File: src/rtl/ic_frame_pkg.sv
// Shared definitions for the IceCream debug record framing (decoder now, encoder later).
package ic_frame_pkg;

    typedef enum logic [2:0] {
        IC_MARK = 3'd0,
        IC_HEX  = 3'd1,
        IC_DEC  = 3'd2,
        IC_CHAR = 3'd3,
        IC_STR  = 3'd4
    } ic_fmt_e;

    typedef enum logic [2:0] {
        ST_HUNT,
        ST_FMT,
        ST_TAG,
        ST_LEN,
        ST_DATA,
        ST_CHK,
        ST_OUT
    } ic_dec_state_e;

    localparam logic [7:0] IC_SYNC_DEFAULT = 8'hC3;
    localparam logic [7:0] IC_FMT_MAX      = 8'd4;

    function automatic logic [7:0] ic_xor8(input logic [7:0] acc, input logic [7:0] b);
        return acc ^ b;
    endfunction

endpackage

File: src/rtl/ic_byte_timeout.sv
// Inter-byte idle counter: expire pulses on the LIMIT-th consecutive enabled cycle.
module ic_byte_timeout #(
    parameter int unsigned LIMIT = 255
) (
    input  logic clk,
    input  logic rst_n,
    input  logic clr,
    input  logic en,
    output logic expire
);

    localparam int unsigned CW = (LIMIT < 2) ? 1 : $clog2(LIMIT);

    logic [CW-1:0] cnt;

    assign expire = en && (cnt == CW'(LIMIT - 1));

    always_ff @(posedge clk or negedge rst_n) begin
        if (!rst_n) begin
            cnt <= '0;
        end else if (clr || expire) begin
            cnt <= '0;
        end else if (en) begin
            cnt <= cnt + 1'b1;
        end
    end

endmodule

File: src/rtl/ic_frame_decoder.sv
// Hunts SYNC, parses and checksums IC debug frames, and presents timestamped records.
module ic_frame_decoder
    import ic_frame_pkg::*;
#(
    parameter logic [7:0]  SYNC_BYTE = IC_SYNC_DEFAULT,
    parameter int unsigned MAX_LEN   = 8,
    parameter int unsigned TS_W      = 32,
    parameter int unsigned TIMEOUT   = 255
) (
    input  logic                   clk,
    input  logic                   rst_n,
    input  logic                   in_valid,
    input  logic [7:0]             in_data,
    output logic                   in_ready,
    output logic                   rec_valid,
    input  logic                   rec_ready,
    output logic [2:0]             rec_fmt,
    output logic [7:0]             rec_tag,
    output logic [3:0]             rec_len,
    output logic [8*MAX_LEN-1:0]   rec_value,
    output logic [TS_W-1:0]        rec_ts,
    output logic                   err_chk,
    output logic                   err_fmt,
    output logic                   err_len,
    output logic                   err_tmo,
    output logic [15:0]            frame_cnt,
    output logic [15:0]            drop_cnt
);

    ic_dec_state_e   state;
    logic [7:0]      acc;
    logic [3:0]      idx;
    logic [TS_W-1:0] ts_cnt;
    logic            accept;
    logic            parsing;
    logic            tmo;

    assign accept  = in_valid && in_ready;
    assign parsing = state inside {ST_FMT, ST_TAG, ST_LEN, ST_DATA, ST_CHK};

    ic_byte_timeout #(
        .LIMIT(TIMEOUT)
    ) u_tmo (
        .clk    (clk),
        .rst_n  (rst_n),
        .clr    (accept || !parsing),
        .en     (parsing && !accept),
        .expire (tmo)
    );

    always_ff @(posedge clk or negedge rst_n) begin
        if (!rst_n) begin
            state     <= ST_HUNT;
            in_ready  <= 1'b1;
            rec_valid <= 1'b0;
            rec_fmt   <= '0;
            rec_tag   <= '0;
            rec_len   <= '0;
            rec_value <= '0;
            rec_ts    <= '0;
            err_chk   <= 1'b0;
            err_fmt   <= 1'b0;
            err_len   <= 1'b0;
            err_tmo   <= 1'b0;
            frame_cnt <= '0;
            drop_cnt  <= '0;
            acc       <= '0;
            idx       <= '0;
            ts_cnt    <= '0;
        end else begin
            ts_cnt  <= ts_cnt + 1'b1;
            err_chk <= 1'b0;
            err_fmt <= 1'b0;
            err_len <= 1'b0;
            err_tmo <= 1'b0;
            // tmo can only fire on a cycle with no accepted byte, so it never races a transition
            if (tmo) begin
                err_tmo <= 1'b1;
                state   <= ST_HUNT;
            end else begin
                case (state)
                    ST_HUNT: if (accept) begin
                        if (in_data == SYNC_BYTE) begin
                            rec_ts    <= ts_cnt;
                            acc       <= '0;
                            rec_value <= '0;
                            state     <= ST_FMT;
                        end else if (drop_cnt != '1) begin
                            drop_cnt <= drop_cnt + 1'b1;
                        end
                    end
                    ST_FMT: if (accept) begin
                        if (in_data > IC_FMT_MAX) begin
                            err_fmt <= 1'b1;
                            state   <= ST_HUNT;
                        end else begin
                            rec_fmt <= in_data[2:0];
                            acc     <= ic_xor8(acc, in_data);
                            state   <= ST_TAG;
                        end
                    end
                    ST_TAG: if (accept) begin
                        rec_tag <= in_data;
                        acc     <= ic_xor8(acc, in_data);
                        state   <= ST_LEN;
                    end
                    ST_LEN: if (accept) begin
                        if (in_data > 8'(MAX_LEN)) begin
                            err_len <= 1'b1;
                            state   <= ST_HUNT;
                        end else begin
                            rec_len <= in_data[3:0];
                            acc     <= ic_xor8(acc, in_data);
                            idx     <= '0;
                            state   <= (in_data == 8'd0) ? ST_CHK : ST_DATA;
                        end
                    end
                    ST_DATA: if (accept) begin
                        for (int unsigned i = 0; i < MAX_LEN; i++) begin
                            if (idx == 4'(i)) rec_value[8*i +: 8] <= in_data;
                        end
                        acc <= ic_xor8(acc, in_data);
                        if (idx == rec_len - 4'd1) begin
                            state <= ST_CHK;
                        end else begin
                            idx <= idx + 4'd1;
                        end
                    end
                    ST_CHK: if (accept) begin
                        if (in_data == acc) begin
                            rec_valid <= 1'b1;
                            in_ready  <= 1'b0;
                            state     <= ST_OUT;
                        end else begin
                            err_chk <= 1'b1;
                            state   <= ST_HUNT;
                        end
                    end
                    ST_OUT: if (rec_ready) begin
                        rec_valid <= 1'b0;
                        in_ready  <= 1'b1;
                        frame_cnt <= frame_cnt + 1'b1;
                        state     <= ST_HUNT;
                    end
                    default: state <= ST_HUNT;
                endcase
            end
        end
    end

endmodule

File: config.mk
export PLATFORM = sky130hd
export DESIGN_NAME = ic_frame_decoder
export DESIGN_NICKNAME = d
export VERILOG_FILES = /design/src/rtl/ic_frame_pkg.sv /design/src/rtl/ic_byte_timeout.sv /design/src/rtl/ic_frame_decoder.sv
export SDC_FILE = /design/constraint.sdc
export NUM_CORES = 1
export LEC_CHECK = 0
export CORE_ASPECT_RATIO = 0.75
export CORE_MARGIN = 2
export CORE_UTILIZATION = 45
export CTS_CLUSTER_SIZE = 24
export DETAILED_ROUTE_END_ITERATION = 6
export DONT_BUFFER_PORTS = 1
export GPL_TIMING_DRIVEN = 0
export PLACE_DENSITY = 0.64
export RECOVER_POWER = 100
export SLEW_MARGIN = 25
export SYNTH_ARGS = -nofsm -noshare
export SYNTH_HDL_FRONTEND = slang
export SYNTH_SLANG_ARGS = --single-unit
File: constraint.sdc
create_clock -name clk -period 2.9 [get_ports clk]
set_clock_uncertainty 0.2 [all_clocks]
set_input_delay 0.145 -clock clk [delete_from_list [all_inputs] [get_ports clk]]
set_output_delay 0.145 -clock clk [all_outputs]
set_load 0.005 [all_outputs]
==> flow_summary.yaml <==
synth:
  seq_area_frac_synth_pct: 56.8
  ys.flop_type: "dfrtp_1"
  syn_nets: 723
  syn_area_um2: 8990
  synth.top_cell.area_share_pct: 56.5
  syn_area_per_cell_um2: 12.8
  post-synth-top-area-cell: "dfrtp_1"
  synth_edf_count: 0
  ys_seq_elements: 204
  yosysWarnings: 0
  synthTopCellsByArea: "dfrtp_1, mux2_2, xnor2_1"
  async_reset_ff_share_pct: 100
  synth.distinct_cells: 58
  netlist_instances: 701
global_routing:
  grt_pass1_wl_um: 33300
  grt_overflow: 0
  grt_max_degree: 205
  grtUsageTotal_pct: 19.6
  grt_pass1_vias: 5904
  antenna_found_initial: 1
placed_design:
  port_buffers: 0
  post-place-cells: 954
  dp_hpwl_um: 13900
  gp_congestion: 0.854
  place_area_um2: 9320
  dp_slack_ns: -0.176
worst_setup_path:
  cp.required_ns: 3.11
  crit_type: "primary input to flip-flop"
  critical_path.startpoint: "in_data[4]"
  end_kind: "flip-flop"
  arrival_ns: 3.01
  r2r-start: "state[2]"
  startpoint_type: "primary input"
  reg2reg_depth: 6
  cp_max_fo: 9
timing:
  setup_viol: 0
  rsz0062_at_grt: "false"
  final.setup.tns_ns: 0
  relSlewSlack_pct: 40.3
  fmax_mhz: 358
  hold_viol: 204
  min_period_ns: 2.80
  setup_ws_ns: 0.103
  tightest_slew_ns: 0.894
  maxSlewViolCount: 0
  whs_ns: -0.860
  period_share_pct: 96.4
floorplanning:
  core_area_um2: 19500
  initial_core_util_pct: 46.1
  rows: 44
  num_io_pins: 161
  die_width_um: 167
  die_h_um: 126
  die_area_um2: 21100
clock_tree:
  post_cts_buffers: 0
  h-tree-depth: 1
  clkSlewWorstSetupHoldPaths_ns: 0.06
  cts-root-buf: "clkbuf_16"
  cts_sinks: 204
  clock_path_buffers: 3
  worstSkewPairLatency_ns: 0.50
  ctsHoldBuffers: 10
  cts_made_buffers: 22
  cts_tree: "yes"
power_and_ir_drop:
  finalPower_mw: 5.78
  vdd_ir_drop_max_uv: 283
  powerDensity_nw_per_um2: 569
  p_leak_nw: 4.72
layout:
  final_cell_count_no_fill: 1004
  final_util_pct: 52.2
  fin_nets: 756
  layout-drive-gt1-share_pct: 23.3
  syn2layout_area_growth_pct: 13.1
  design_area_um2: 10200
drt:
  num_vias: 5618
  ant_nets: 0
  routed_via_density: 5.60
  wire_per_inst_um: 20.5
  drc_errors: 26
  totalWireLength_um: 20600
  drt_first_pass_iters: 6
  drt_iter0_markers: 254
status:
  outcome: "finished with violations"
  violations: "DRC, hold timing"
flow_run:
  maxCapViolations: 0
hold_path:
  hp-class: "primary input to asynchronous set/reset pin"
[worst paths after layout]
| path | end | slack, ns |
|---|---|---|
| min | drop_cnt[14] | -0.86 |
| min reg2reg | ts_cnt[31] | 0.28 |
| max | acc[2] | 0.10 |
| min in group clk | rec_value[53] | 0.06 |
| max reg2reg | rec_ts[1] | 0.17 |
| max in group asynchronous | in_ready | 2.87 |
[cell families (layout without fill, tap and decap cells)]
family | after synthesis | after routing | share of synthesized area, %
flip-flops | 204 | 204 | 56.8
multiplexers | 114 | 114 | 14.3
AO/OA/AOI/OAI | 64 | 64 | 6.25
other | 0 | 1 | 0
adder cells (fa/ha/maj) | 10 | 10 | 1.39
XOR/XNOR | 80 | 80 | 7.79
buffers and inverters | 37 | 86 | 1.85
AND/OR/NAND/NOR | 192 | 192 | 11.7
[registers in the layout, indices dropped and copies added, names as in the netlist]
register / cells
rec_tag: 8
rec_ts: 32
drop_cnt: 16
err_tmo: 1
frame_cnt: 16
idx: 4
err_fmt: 1
state: 3
rec_len: 4
rec_fmt: 3
rec_valid: 1
acc: 8
ts_cnt: 32
err_len: 1
u_tmo.cnt: 8
err_chk: 1
rec_value: 64
in_ready: 1
[cell usage after synthesis (6+ instances only)]
library cell	n
dfrtp_1	203
nand4_1	21
o21ai_0	10
clkbuf_1	6
xnor2_1	52
ha_1	10
nor3_1	10
nand2_1	37
nand2b_1	13
buf_1	8
and2_1	12
a21oi_4	8
o21ai_1	9
mux2_2	108
and4_1	10
nor2_1	28
mux2_1	6
and3_1	10
buf_2	10
nand3_1	27
inv_1	11
o41ai_1	9
xor2_1	28
[worst max-delay path, stage by stage]
cell and delay [ns]:
dlygate4sd3_1 0.65, or4_1 0.65, nor3_1 0.39, a22oi_2 0.27, or4_1 0.54, buf_2 0.18, o21ai_0 0.17
[power breakdown]
part           leakage [nW]  switching, mW  internal, mW
Combinational          1.54         0.0294        0.0205
Clock                 0.373           1.12          1.76
Sequential             2.81              0          2.85
Total                  4.72           1.15          4.63
[cells in the final DEF (no fill, tap or decap), drive strengths merged, types with 2 or more instances in the layout]
cell,n
dfrtp,203
mux2,114
xnor2,52
clkbuf,43
nand2,37
nor2,29
xor2,28
nand3,27
nand4,21
o21ai,20
buf,16
nand2b,13
inv,12
and2,12
nor3,11
a21oi,11
and4,10
and3,10
ha,10
dlygate4sd3,10
o41ai,9
nor4,4
a22o,4
or4,4
nor3b,3
a21o,3
clkinv,3
or3,2
nor2b,2
or2,2
bufinv,2
a2111oi,2
o31ai,2
a211oi,2
[what timing repair did]
action | 4_1_cts | 5_1_grt
pin swaps | 0 | 0
setup endpoints to repair | 32 | 107
hold endpoints to repair | 237 | 204
resized for setup | 2 | 2
[layer usage]
metal	wire [um]	vias up	global-route usage (%)
met2	9610	171	31.7
met5	0	-	0
met1	8700	2855	25.3
met3	1810	30	6.80
met4	431	0	5.58
li1	-	2562	-
[final cells by class]
cell class / count / area [um2]
antenna: 1 / 2.50
buffer: 25 / 119
clock buffer: 34 / 667
clock inverter: 6 / 86.3
fill: 1674 / 9320
inverter: 11 / 41.3
multi-input combinational: 460 / 3730
sequential: 204 / 5110
tap: 253 / 317
timing repair buffer: 10 / 100
Power figures use the tool's default switching activity.
